File: src/rtl/vga_timing_gen.sv
// vga_timing_gen: 640x480 raster counters, pixel strobe and registered sync-aligned VGA DAC outputs
module vga_timing_gen #(
  parameter int H_VISIBLE = 640,
  parameter int H_FRONT   = 16,
  parameter int H_SYNC    = 96,
  parameter int H_BACK    = 48,
  parameter int V_VISIBLE = 480,
  parameter int V_FRONT   = 10,
  parameter int V_SYNC    = 2,
  parameter int V_BACK    = 33,
  parameter int CLK_DIV   = 2
) (
  input  logic       clk,
  input  logic       reset,
  input  logic [7:0] R_in,
  input  logic [7:0] G_in,
  input  logic [7:0] B_in,
  output logic [9:0] h_counter,
  output logic [9:0] v_counter,
  output logic       pix_en,
  output logic       frame_start,
  output logic       VGA_CLK,
  output logic       VGA_HS,
  output logic       VGA_VS,
  output logic       VGA_BLANK_N,
  output logic       VGA_SYNC_N,
  output logic [7:0] VGA_R,
  output logic [7:0] VGA_G,
  output logic [7:0] VGA_B
);
  localparam int DW = $clog2(CLK_DIV);
  localparam logic [DW-1:0] DIV_LAST = DW'(CLK_DIV - 1);
  localparam logic [DW-1:0] DIV_PRE  = DW'(CLK_DIV - 2);
  localparam logic [DW-1:0] DIV_HALF = DW'(CLK_DIV / 2);
  localparam logic [9:0] H_LAST = 10'(H_VISIBLE + H_FRONT + H_SYNC + H_BACK - 1);
  localparam logic [9:0] V_LAST = 10'(V_VISIBLE + V_FRONT + V_SYNC + V_BACK - 1);
  localparam logic [9:0] H_VIS  = 10'(H_VISIBLE);
  localparam logic [9:0] V_VIS  = 10'(V_VISIBLE);
  localparam logic [9:0] HS_BEG = 10'(H_VISIBLE + H_FRONT);
  localparam logic [9:0] HS_END = 10'(H_VISIBLE + H_FRONT + H_SYNC - 1);
  localparam logic [9:0] VS_BEG = 10'(V_VISIBLE + V_FRONT);
  localparam logic [9:0] VS_END = 10'(V_VISIBLE + V_FRONT + V_SYNC - 1);
  logic [DW-1:0] div, div_nxt;
  logic          h_wrap, v_wrap, vis;
  always_comb begin
    div_nxt = (div == DIV_LAST) ? '0 : div + DW'(1);
    h_wrap  = h_counter == H_LAST;
    v_wrap  = v_counter == V_LAST;
    vis     = (h_counter < H_VIS) && (v_counter < V_VIS);
  end
  assign VGA_SYNC_N = 1'b0;
  // pix_en is a flop timed to be high exactly while div sits at its last count
  always_ff @(posedge clk or negedge reset)
    if (!reset) begin
      div         <= '0;
      pix_en      <= 1'b0;
      VGA_CLK     <= 1'b0;
      frame_start <= 1'b0;
      h_counter   <= '0;
      v_counter   <= '0;
      VGA_HS      <= 1'b1;
      VGA_VS      <= 1'b1;
      VGA_BLANK_N <= 1'b0;
      VGA_R       <= '0;
      VGA_G       <= '0;
      VGA_B       <= '0;
    end else begin
      div         <= div_nxt;
      pix_en      <= div == DIV_PRE;
      VGA_CLK     <= div_nxt >= DIV_HALF;
      frame_start <= pix_en && h_wrap && v_wrap;
      if (pix_en) begin
        h_counter   <= h_wrap ? '0 : h_counter + 10'd1;
        v_counter   <= !h_wrap ? v_counter : v_wrap ? '0 : v_counter + 10'd1;
        VGA_R       <= vis ? R_in : '0;
        VGA_G       <= vis ? G_in : '0;
        VGA_B       <= vis ? B_in : '0;
        VGA_BLANK_N <= vis;
        VGA_HS      <= !((h_counter >= HS_BEG) && (h_counter <= HS_END));
        VGA_VS      <= !((v_counter >= VS_BEG) && (v_counter <= VS_END));
      end
    end
endmodule

File: config.mk
export PLATFORM = sky130hd
export DESIGN_NAME = vga_timing_gen
export DESIGN_NICKNAME = d
export VERILOG_FILES = /design/src/rtl/vga_timing_gen.sv
export SDC_FILE = /design/constraint.sdc
export NUM_CORES = 1
export LEC_CHECK = 0
export ABC_AREA = 1
export BUFFER_PORTS_ARGS = -buffer_cell sky130_fd_sc_hd__buf_2
export CORE_AREA = 2 2 80 82
export DETAILED_ROUTE_END_ITERATION = 10
export DIE_AREA = 0 0 82 84
export MAX_ROUTING_LAYER = met4
export PLACE_DENSITY = 0.65
export SYNTH_ARGS = -nofsm -noshare
export SYNTH_HDL_FRONTEND = slang
export SYNTH_SLANG_ARGS = --single-unit
export TNS_END_PERCENT = 10
File: constraint.sdc
create_clock -name clk -period 1.9 [get_ports clk]
set_input_delay 0.38 -clock clk [delete_from_list [all_inputs] [get_ports clk]]
set_output_delay 0.38 -clock clk [all_outputs]
set_load 0.01 [all_outputs]
==> results of run 1 <==
-- sequential cells by signal (all words and copies together) (netlist names) --
register,count
h_counter,10
v_counter,10
VGA_B,8
VGA_G,8
VGA_R,8
VGA_BLANK_N,1
VGA_CLK,1
VGA_HS,1
VGA_VS,1
frame_start,1
-- cells by family (layout without fill, tap and decap cells) --
group                    Yosys count  in the layout
buffers and inverters             39            118
XOR/XNOR                           6              6
AND/OR/NAND/NOR                  178            178
other                              1              1
AO/OA/AOI/OAI                     18             18
adder cells (fa/ha/maj)            4              4
flip-flops                        49             49
-- routing by layer --
layer | routed length (um) | GRT usage, % | part of all wire (%)
met1 | 2610 | 25.5 | 48
met5 | 0 | - | 0
met4 | 53 | 4.39 | 0.97
met3 | 252 | 3.57 | 4.6
met2 | 2550 | 26.8 | 47
-- layout make-up --
type | instances | area (um2)
clock buffer | 5 | 68.8
clock inverter | 3 | 65.1
fill | 601 | 3100
inverter | 27 | 101
multi-input combinational | 207 | 1000
sequential | 49 | 1230
tap | 77 | 96.3
timing repair buffer | 83 | 435
-- repair_timing --
action / 4_1_cts / 5_1_grt
hold endpoints to repair: 0 / 0
buffers inserted: 0 / 1
setup endpoints to repair: 0 / 2
-- power groups by stage --
| stage | Clock (uW) | Combinational (uW) | Sequential, uW |
|---|---|---|---|
| 2_1_floorplan | 0 | 23.7 | 1110 |
| 3_3_place_gp | 0 | 114 | 1100 |
| 3_5_place_dp | 0 | 117 | 1100 |
| 4_1_cts | 895 | 117 | 1080 |
| 5_1_grt | 944 | 129 | 1090 |
| 6_report | 860 | 113 | 1080 |
-- worst paths after layout --
path / depth (start not counted) / slack [ps] / to
worst min-delay path: 1 / 30 / v_counter[8]
min in group clk: 3 / 300 / VGA_B[4]
worst max register to register: 8 / 310 / v_counter[3]
worst max-delay path: 8 / 310 / v_counter[3]
worst min register to register: 2 / 480 / VGA_R[1]
max in group asynchronous: 2 / 1230 / VGA_HS
-- critical path: stages (launching register included) --
cell	delay, ps
dfrtp_1	440
ha_1	190
nand2_1	90
nor2_4	140
nand4_4	140
nor2_4	180
buf_4	180
nand3_1	70
o21ai_0	90
-- cells in the final DEF, fill, tap and decap left out, drive strengths merged --
| cell type | count |
|---|---|
| a21oi | 3 |
| buf | 83 |
| bufinv | 2 |
| clkbuf | 5 |
| clkinv | 1 |
| conb | 1 |
| dfrtp | 47 |
| dfstp | 2 |
| ha | 4 |
| inv | 27 |
| nand2 | 97 |
| nand3 | 42 |
| nand3b | 1 |
| nand4 | 8 |
| nor2 | 22 |
| nor3 | 5 |
| nor4 | 1 |
| o21ai | 13 |
| o21bai | 1 |
| o22ai | 1 |
| or2 | 2 |
| xnor2 | 1 |
| xor2 | 5 |
-- through the flow --
stage,instance area (um2),utilization [%]
3_5_place_dp,2860,46.9
3_3_place_gp,2860,46.9
4_1_cts,2990,49.1
2_1_floorplan,2410,-
6_report,3000,49.2
5_1_grt,3000,49.2
==> results.md, run 1 <==
- Clk slew on worst S/H paths: 90 ps
- Maximum vdd drop: 0.000527 V
- Worst-Skew Late Latency: 290 ps
- Die Y: 84 um
- Syn nets: 325
- Synth unique cells: 26
- P_sw: 415 uW
- Mux cell area share after synthesis: 0%
- Power Total: 2050 uW
- Worst EP arrival: 1810 ps
- Synth Area in Adders: 2.08%
- Max Fclk: 628 MHz
- RSZ-0062 raised after global routing: no
- Via count: 2,084
- Fin cells: 451
- Req. time, crit path: 2110 ps
- Fin Hold WS: 33.1 ps
- Launch point of the worst path: h_counter[0]
- CTS tree: built
- Nets: 403
- Row count: 29
- Post-Synth XOR/XNOR Area: 2.18%
- DR iter-0 viols: 73
- PwrDens: 685 nW/um2
- Drt pass-1 iters: 4
- Kind of critical path: reg2reg
- HPWL after detailed placement: 3990 um
- Post-synth top cells: nand2_1 (97), dfrtp_1 (47), nand3_1 (42)
- Leading post-synthesis cells by cell area: dfrtp_1 (49%), nand2_1 (15%), nand3_1 (8.7%)
- Antenna violations before repair: 0
- Max-Cap Viols: 0
- Hold_buf cts: 0
- Sequential share of power: 52.7%
- FF+latch count, synth: 49
- Leakage: 0.00159 uW
- Status: complete, no violations
- Top FF cell, synth: dfrtp_1
- H-Tree Depth: 2
- Int Power: 1640 uW
- Synthesized area: 2410 um2
- Placed Instances: 442
- Sink Count: 49
- Synth area leader: dfrtp_1
- Post-CTS Resized: 0
- Ys Warns: 0
- DP Worst Slack: 179 ps
- Worst setup EP type: flip-flop
- DR WL/cell: 12.1 um
- Number of global-route vias before repair: 1,964
- Sequential share of the synthesized area: 51.0%
- Count of final setup violators: 0
- Setup TNS: 0 ps
- Port Buffer Count: 75
- Synth top area share: 48.9%
- EDFF count, synth: 0
- Largest family of logic cells by synthesized area: simple AND/OR/NAND/NOR gates
- Share of post-route cells with drive strength above 1: 27.0%
- Simple-Gate Fraction of Synth Area: 33.4%
- CP max FO: 10
- I/O pin count: 77
- Clock power share: 41.9%
- Clock Tree Buf Depth: 2
- CP startpoint kind: flip-flop
- Mean Syn Cell Area: 8.16 um2
- GP Congestion: 0.861
- Crit share post-route: 83.9%
- Die footprint: 6890 um2
- Clock skew: 3.96 ps
- First-pass GRT wire length: 9470 um
- PnR worst setup slack: 307 ps
- Mapped Cells: 295
- Initial Utilization: 39.5%
- TritonCTS buffer count: 5
- Chip Width: 82 um
- Diodes inserted: 0
- Switching share of power: 20.2%
- Combinational share of power: 5.5%
- Post-synthesis compound-gate area fraction: 3.90%
- Final slew viol count: 0
- Vias/cell: 4.62
- Antenna viol nets, final: 0
- RR Startpoint: h_counter[0]
- CTS root buf: clkbuf_8
- DRC violations left: 0
- Hold crit path type: in2async
- Final Hold Viols: 0
- Placeable Area: 6100 um2
- Total track usage: 18.1%
- Largest net degree at the start of global routing: 26
- Area grow syn2layout: 24.6%
- Most frequent cell after synthesis: nand2_1
- Total grt overflow: 0
- WL final: 5470 um
- Fraction of registers with async set or reset after synthesis: 100%
- Final Critical Period: 1590 ps
No activity file was read; power rests on OpenSTA's default activity.
==> run 2, diff against run 1 <==
--- a/config.mk
+++ b/config.mk
@@ -11,7 +11,7 @@
 export DETAILED_ROUTE_END_ITERATION = 10
 export DIE_AREA = 0 0 82 84
 export MAX_ROUTING_LAYER = met4
-export PLACE_DENSITY = 0.65
+export PLACE_DENSITY = 0.68
 export SYNTH_ARGS = -nofsm -noshare
 export SYNTH_HDL_FRONTEND = slang
 export SYNTH_SLANG_ARGS = --single-unit
==> constraint.sdc (replaced) <==
create_clock -name clk -period 1.4 [get_ports clk]
set_input_delay 0.28 -clock clk [delete_from_list [all_inputs] [get_ports clk]]
set_output_delay 0.28 -clock clk [all_outputs]
set_load 0.01 [all_outputs]
==> run 2 against run 1 <==
Net effect: via count is 10% higher; sequential share of layout area is 2.7 points lower; sequential power is 36% higher; the flow now finishes with violations (negative setup slack).
==> results.md, run 2 (synthesis results as in run 1) <==
- Max-Cap Viols: 0
- Hold crit path type: in2reg
- Total grt overflow: 0
- Crit share post-route: 102%
- DP Worst Slack: -67.0 ps
- Largest regs: h_counter (10), v_counter (10)
- Initial Utilization: 39.5%
- Commonest non-fill, non-tap cells in the layout: nand2_1 (93), buf_2 (75), dfrtp_1 (46)
- Req. time, crit path: 1600 ps
- I/O pin count: 77
- Final slew viol count: 0
- WL final: 5910 um
- Failing checks: negative setup slack
- Combinational share of power: 6.3%
- Switching share of power: 23.6%
- Reg2Reg Setup Slack: -30 ps
- Via count: 2,294
- Maximum vdd drop: 0.000480 V
- Chip Width: 82 um
- H-Tree Depth: 2
- CTS tree: built
- Placeable Area: 6100 um2
- Commonest non-fill, non-tap cell in the layout: nand2_1
- Clk slew on worst S/H paths: 90 ps
- Worst setup EP type: flip-flop
- PnR worst setup slack: -28.4 ps
- Die Y: 84 um
- Sequential share of power: 60.0%
- Max Fclk: 700 MHz
- First-pass GRT wire length: 9900 um
- Clock skew: 7.46 ps
- P_sw: 577 uW
- Fin cells: 473
- Worst EP arrival: 1620 ps
- CP startpoint kind: flip-flop
- Number of global-route vias before repair: 2,185
- GP Congestion: 0.867
- Antenna violations before repair: 0
- Setup TNS: -62.6 ps
- PwrDens: 762 nW/um2
- Row count: 29
- Clock Tree Buf Depth: 2
- Count of final setup violators: 3
- DRC violations left: 0
- Die footprint: 6890 um2
- Diodes inserted: 0
- Layout fillers: 600
- TritonCTS buffer count: 5
- Total track usage: 18.8%
- Area grow syn2layout: 33.5%
- Share of post-route cells with drive strength above 1: 35.1%
- Clock power share: 33.8%
- Status: finished with violations
- Vias/cell: 4.85
- Sink Count: 49
- Port Buffer Count: 75
- Placed Instances: 461
- Nets: 425
- Largest net degree at the start of global routing: 27
- DR iter-0 viols: 143
- Worst-Skew Late Latency: 310 ps
- RSZ-0062 raised after global routing: yes
- Drt pass-1 iters: 4
- Antenna viol nets, final: 0
- Final Hold Viols: 0
- CP max FO: 7
- Final Critical Period: 1430 ps
- DR WL/cell: 12.5 um
- HPWL after detailed placement: 4210 um
- Kind of critical path: reg2reg
- Int Power: 1870 uW
- Leakage: 0.00170 uW
- CTS root buf: clkbuf_8
## run 2: routing by layer
metal / global-route usage [%] / vias up / wire length, um / share of wire [%]
met3: 4.11 / 7 / 281 / 4.8
met1: 23.3 / 1075 / 2550 / 43
met2: 29.9 / 74 / 2990 / 51
met5: - / - / 0 / 0
li1: - / 1138 / - / -
met4: 6.82 / 0 / 84 / 1.4
## run 2: through the flow
| step | hold slack [ps] | total power (uW) | cell area, um2 | util, % |
|---|---|---|---|---|
| 6_report | 188 | 2450 | 3210 | 52.7 |
| 4_1_cts | 182 | 2490 | 3120 | 51.2 |
| 3_3_place_gp | 288 | 1650 | 3010 | 49.4 |
| 5_1_grt | 185 | 2580 | 3210 | 52.7 |
| 3_5_place_dp | 296 | 1650 | 3010 | 49.4 |
| 2_1_floorplan | -15.6 | 1550 | 2410 | - |
## run 2: critical path, cell delays in order, from the launching register on
cell and delay (ps):
dfrtp_1 430, inv_2 100, ha_4 130, nand2_2 50
nor3_2 180, nand3_2 190, nand4_1 170, nand2_1 70
## run 2: final timing paths
kind,startpoint,to,depth (start not counted)
worst min-delay path,B_in[6],VGA_B[6],3
max in group asynchronous,reset,VGA_VS,3
min in group asynchronous,reset,VGA_G[0],3
worst min register to register,VGA_B[2],VGA_B[2],2
worst max register to register,v_counter[0],v_counter[9],7
worst max-delay path,v_counter[0],v_counter[9],7
## run 2: what timing repair did
action	in CTS	in global routing
gates resized for setup	2	25
setup buffers	0	2
hold endpoints to repair	28	0
endpoints found under the setup margin	6	32
cloned	0	1
pin swaps	1	7
hold buffers	1	0
## run 2: power groups by stage
stage / combinational (uW) / sequential (uW) / clock [uW]
floorplan: 32.2 / 1510 / 0
global route: 178 / 1470 / 930
CTS: 159 / 1470 / 858
detailed placement: 158 / 1490 / 0
global placement: 153 / 1500 / 0
finish: 154 / 1470 / 827
## run 2: layout make-up
class	instances	area (um2)	share of cell area (%)
Multi-Input combinational cell	207	1080	33.6
Inverter	27	101	3.15
Clock buffer	6	72.6	2.26
Sequential cell	49	1230	38.3
Tap cell	77	96.3	3.00
Timing Repair Buffer	105	619	19.3
Clock inverter	2	15.0	0.467
